--- config.mk ---
export PLATFORM = sky130hd
export DESIGN_NAME = mul2a_4_flat
export DESIGN_NICKNAME = d
export VERILOG_FILES = /design/src/rtl/mul2a_4_pkg.sv /design/src/rtl/mul2a_4_if.sv /design/src/rtl/mul2a_2x2.sv /design/src/rtl/mul2a_4.sv /design/src/flat_wrapper.sv
export SDC_FILE = /design/constraint.sdc
export NUM_CORES = 1
export LEC_CHECK = 0
export ABC_AREA = 1
export CAP_MARGIN = 15
export CORE_MARGIN = 1
export CORE_UTILIZATION = 51
export DETAILED_ROUTE_END_ITERATION = 8
export HOLD_SLACK_MARGIN = 0.05
export PLACE_DENSITY = 0.83
export SYNTH_ARGS = -nofsm -noshare
export SYNTH_HDL_FRONTEND = slang
export SYNTH_SLANG_ARGS = --single-unit
export TNS_END_PERCENT = 20
--- constraint.sdc ---
create_clock -name clk -period 1.1 [get_ports clk]
set_input_delay 0.22 -clock clk [delete_from_list [all_inputs] [get_ports clk]]
set_output_delay 0.22 -clock clk [all_outputs]
set_load 0.02 [all_outputs]
--- src/rtl/mul2a_4_pkg.sv ---
// Shared widths and the 2x2 kernel width for the 4x4 approximate multiplier.
package mul2a_4_pkg;

    localparam int OP_W   = 4;
    localparam int HALF_W = 2;
    localparam int KER_W  = 3;
    localparam int PROD_W = 8;

    typedef logic [OP_W-1:0]   op_t;
    typedef logic [HALF_W-1:0] half_t;
    typedef logic [KER_W-1:0]  ker_t;
    typedef logic [PROD_W-1:0] prod_t;

endpackage

--- src/rtl/mul2a_4_if.sv ---
// Operand/result bundle between the multiplier and its producer/consumer.
interface mul2a_4_if;
    import mul2a_4_pkg::*;

    logic  in_valid;
    op_t   a;
    op_t   b;
    prod_t Y;
    logic  out_valid;

    modport master (output in_valid, a, b, input  Y, out_valid);
    modport slave  (input  in_valid, a, b, output Y, out_valid);

endinterface

--- src/rtl/mul2a_2x2.sv ---
// 2x2 approximate multiplier kernel: exact except 3x3, which yields 7 to fit 3 bits.
module mul2a_2x2
    import mul2a_4_pkg::*;
(
    input  half_t x,
    input  half_t y,
    output ker_t  p
);

    ker_t exact;

    assign exact = {1'b0, x} * {1'b0, y};
    assign p     = (x == 2'd3 && y == 2'd3) ? 3'd7 : exact;

endmodule

--- src/rtl/mul2a_4.sv ---
// 4x4 approximate unsigned multiplier built from four 2x2 kernels, one-cycle registered result.
module mul2a_4
    import mul2a_4_pkg::*;
(
    input  logic       clk,
    input  logic       rst_n,
    mul2a_4_if.slave   bus
);

    half_t a_h, a_l, b_h, b_l;
    ker_t  p_hh, p_hl, p_lh, p_ll;
    prod_t sum;

    assign a_h = bus.a[OP_W-1:HALF_W];
    assign a_l = bus.a[HALF_W-1:0];
    assign b_h = bus.b[OP_W-1:HALF_W];
    assign b_l = bus.b[HALF_W-1:0];

    mul2a_2x2 u_hh (.x(a_h), .y(b_h), .p(p_hh));
    mul2a_2x2 u_hl (.x(a_h), .y(b_l), .p(p_hl));
    mul2a_2x2 u_lh (.x(a_l), .y(b_h), .p(p_lh));
    mul2a_2x2 u_ll (.x(a_l), .y(b_l), .p(p_ll));

    // Widen every term before adding so the cross-term sum keeps its carry.
    assign sum = (prod_t'(p_hh) << 4)
               + ((prod_t'(p_hl) + prod_t'(p_lh)) << 2)
               + prod_t'(p_ll);

    // NOTE: registered state uses non-blocking assignments so every flop
    // samples pre-edge values regardless of block ordering.
    always_ff @(posedge clk or negedge rst_n) begin
        if (!rst_n) begin
            bus.Y         <= '0;
            bus.out_valid <= 1'b0;
        end else begin
            bus.out_valid <= bus.in_valid;
            if (bus.in_valid) begin
                bus.Y <= sum;
            end
        end
    end

endmodule

--- src/flat_wrapper.sv ---
// flat-port wrapper written by rule: the top's interface ports become plain ports
module mul2a_4_flat import mul2a_4_pkg::*;
  (clk, rst_n, bus_in_valid, bus_a, bus_b, bus_Y, bus_out_valid);
  mul2a_4_if bus_i ();
  input  logic clk;
  input  logic rst_n;
  input wire logic [$bits(bus_i.in_valid)-1:0] bus_in_valid;
  input wire logic [$bits(bus_i.a)-1:0] bus_a;
  input wire logic [$bits(bus_i.b)-1:0] bus_b;
  output wire logic [$bits(bus_i.Y)-1:0] bus_Y;
  output wire logic [$bits(bus_i.out_valid)-1:0] bus_out_valid;
  assign bus_i.in_valid = bus_in_valid;
  assign bus_i.a = bus_a;
  assign bus_i.b = bus_b;
  assign bus_Y = bus_i.Y;
  assign bus_out_valid = bus_i.out_valid;
  mul2a_4 u_core (.clk(clk), .rst_n(rst_n), .bus(bus_i));
endmodule
==> results of run 1 <==
[worst max-delay path: cells and delay by family]
family | cells | cell delay, ns
AOI/OAI and AO/OA | 1 | 0.12
buffers and inverters | 3 | 0.27
adders and majority gates | 3 | 0.81
and+or+nand+nor | 6 | 0.42
xor gates and xnor gates | 1 | 0.23
[stage by stage]
step	hold WS (ns)	std cells	TNS (ns)	utilization (%)	area [µm²]
2_1_floorplan	-0.0756	117	-3.52	-	860
5_1_grt	0.287	169	-4.21	94.0	1280
4_1_cts	0.264	168	-3.66	86.7	1180
3_5_place_dp	0.462	162	-8.64	84.2	1150
6_report	0.253	169	-3.88	94.0	1280
3_3_place_gp	0.458	162	-8.16	84.2	1150
[how the worst min path moves through the flow]
stage	slack, ns	to
after global placement	0.46	u_core.bus.Y[3]
after global routing	0.29	u_core.bus.Y[2]
after CTS	0.26	u_core.bus.Y[0]
after floorplan	-0.08	u_core.bus.Y[0]
after detailed placement	0.46	u_core.bus.Y[3]
final	0.25	u_core.bus.Y[0]
[final cells by class]
class,count,share of cell area (%)
inverters,20,6.24
well taps,15,1.46
clock buffers,4,2.05
repair buffers,34,20.7
multi-input cells,87,52.0
flip-flops and latches,9,17.5
[registers in the layout, indices dropped and copies added, names as in the netlist]
name,cells
u_core.bus.out_valid,1
u_core.bus.Y,8
[routing by layer]
metal	part of all wire (%)	routed length (µm)	vias up	GRT usage, %
li1	-	-	440	-
met1	39	1150	477	30.7
met2	51	1500	65	50.3
met3	6.1	178	14	8.70
met4	3.4	98	0	4.52
met5	0	0	-	0
[what timing repair did]
action | CTS | global route
gates resized for setup | 90 | 24
gates cloned | 0 | 0
setup endpoints to repair | 16 | 7
pin swaps | 22 | 18
buffers inserted | 2 | 1
hold buffers | 0 | 0
[cells by family after synthesis]
family | synth area share [%]
adder cells (fa/ha/maj) | 19.9
AO/OA/AOI/OAI | 7.27
XOR/XNOR | 1.11
flip-flops | 28.4
buffers and inverters | 10.7
AND/OR/NAND/NOR | 32.5
[synthesized netlist by cell type]
cell type and count:
a21boi_0 1, a21o_1 1, a21oi_1 4, buf_4 1, clkinv_2 2, dfrtp_1 9
fa_1 1, ha_1 11, inv_1 17, inv_2 1, nand2_1 45, nand2_2 2
nand3_1 7, nor2_1 8, nor3_1 1, o211ai_1 1, o21ai_0 2, o21ai_1 1
or2_1 1, xnor2_1 1
[cell usage in the layout, fill, tap and decap left out, types with 5 or more instances in the layout]
| cell type | netlist | layout |
|---|---|---|
| nand2_4 | 0 | 5 |
| inv_1 | 17 | 10 |
| nor2_1 | 8 | 5 |
| nand2_1 | 45 | 35 |
| buf_2 | 0 | 10 |
| inv_2 | 1 | 7 |
| ha_4 | 0 | 7 |
| dfrtp_1 | 9 | 9 |
| buf_4 | 1 | 16 |
| nand2_2 | 2 | 7 |
| nand3_1 | 7 | 6 |
[power by group through the flow]
stage | Sequential, mW | Combinational (mW) | Clock [mW]
after detailed placement | 0.417 | 0.553 | 0
final | 0.419 | 0.697 | 0.258
after floorplan | 0.480 | 0.247 | 0
after global placement | 0.414 | 0.543 | 0
after CTS | 0.410 | 0.550 | 0.254
after global routing | 0.420 | 0.731 | 0.275
==> out/results.tsv, run 1 <==
metric	value	unit
number of synthesized register bits	9	
Critical Path Most Common Cell	nand2_1	
routability cong.	0.810	
Max Clock Freq	0.516	GHz
Synth area leaders	dfrtp_1, nand2_1, ha_1, inv_1, nand3_1	
Worst Tran Pin Value	0.419	ns
share of layout cells above drive strength 1	48.1	%
# DRC	0	
area added between synthesis and finish	62.1	%
Max stage delay on crit path	0.41	ns
Worst EP arrival	2.08	ns
Setup Skew	0	ns
full die area	1710	µm²
Setup WS post-layout	-0.836	ns
I/O pin count	20	
Slew Viols, Final	0	
sequential power share	30.5	%
Starting Density	58.0	%
Final Cycle Share	176	%
Max-Cap Viols	0	
Worst Path Required	1.24	ns
average vias per placed instance	5.89	
Sw Pwr	0.548	mW
synthesized area	792	µm²
Final setup viols	6	
worst r2r src	u_core.bus.Y[5]	
total CTS buffers	3	
die height	41.4	µm
Final nets	178	
diode count	0	
Clock power frac	18.8	%
CP endpoint	u_core.bus.Y[6]	
critical-path cell list	buf_6 -> nand2_1 -> inv_1 -> ha_4 -> inv_1 -> fa_2 -> xnor2_2 -> ha_4 -> nand2_4 -> nand2_4 -> a21oi_2 -> nand2_1 -> nand3_2 -> nand2_1	
Avg WL per Cell	17.3	µm
initial antenna violation count	0	
status	finished with violations	
Period minus WS final	1.94	ns
area of the multi-input gates	668	µm²
violated checks	setup timing	
number of global-route vias before repair	891	
reg2reg path depth	2	
Synth Warn #	0	
DRT Pass-1 Iters	4	
Max clock buf depth	2	
proportion of netlist area held by the largest area contributor	28.4	%
Fin. Hold Viols	0	
HPWL after DPL	1.45	mm
Internal Pwr Total	0.825	mW
Setup CP Type	in -> reg	
Seq/Total Area, Yosys	28.4	%
RR Endpoint	u_core.bus.Y[5]	
largest net degree at the start of global routing	10	
post-synth cell types	20	
Max FO, Critical Path	3	
Fill cells	47	
power density cells	1070	nW/µm²
class of the worst hold path	in -> async	
Clock Pin Slew Worst Setup and Hold Paths	0.06	ns
H-tree level count	1	
Overall Global Routing Usage	27.3	%
Core ar.	1370	µm²
Worst setup SP type	input pin	
RSZ-0062 raised after global routing	yes	
clock root buffer master	clkbuf_4	
area occupied by registers	225	µm²
Yosys top cell by area	dfrtp_1	
WL final	2.92	mm
clk sink count	9	
Comb power frac	50.7	%
synthesized area per cell	6.77	µm²
IO Port Bufs	19	
vias	996	
Crit. Startpoint	bus_a[2]	
clock latency on the worst-skew pair	0.26	ns
Initial DRC Count	67	
Mapped Nets	140	
VDD IR max	1.34	mV
CP max-delay cell	fa_2	
post-synthesis cell count	117	
P_leak	0.720	nW
post-route ant nets	0	
crit end category	register	
first-pass GRT wire length	3.62	mm
CTS tree	yes	
Overall Power	1.37	mW
FP Rows	13	
worst rel slew slack	72.0	%
pre-CTS setup slack	-1.51	ns
Die X	41.4	µm
sw frac	39.9	%
Reg2Reg Setup Slack	0.41	ns
leftover overflow at the end of global routing	0	
No activity file was read; power rests on OpenSTA's default activity.
==> run 2: changes to the inputs <==
--- a/config.mk
+++ b/config.mk
@@ -7,7 +7,6 @@
 export LEC_CHECK = 0
 export ABC_AREA = 1
 export CAP_MARGIN = 15
-export CORE_MARGIN = 1
 export CORE_UTILIZATION = 51
 export DETAILED_ROUTE_END_ITERATION = 8
 export HOLD_SLACK_MARGIN = 0.05
==> results of run 2 <==
The final DEF is identical to that of run 1; final timing and power are the same.
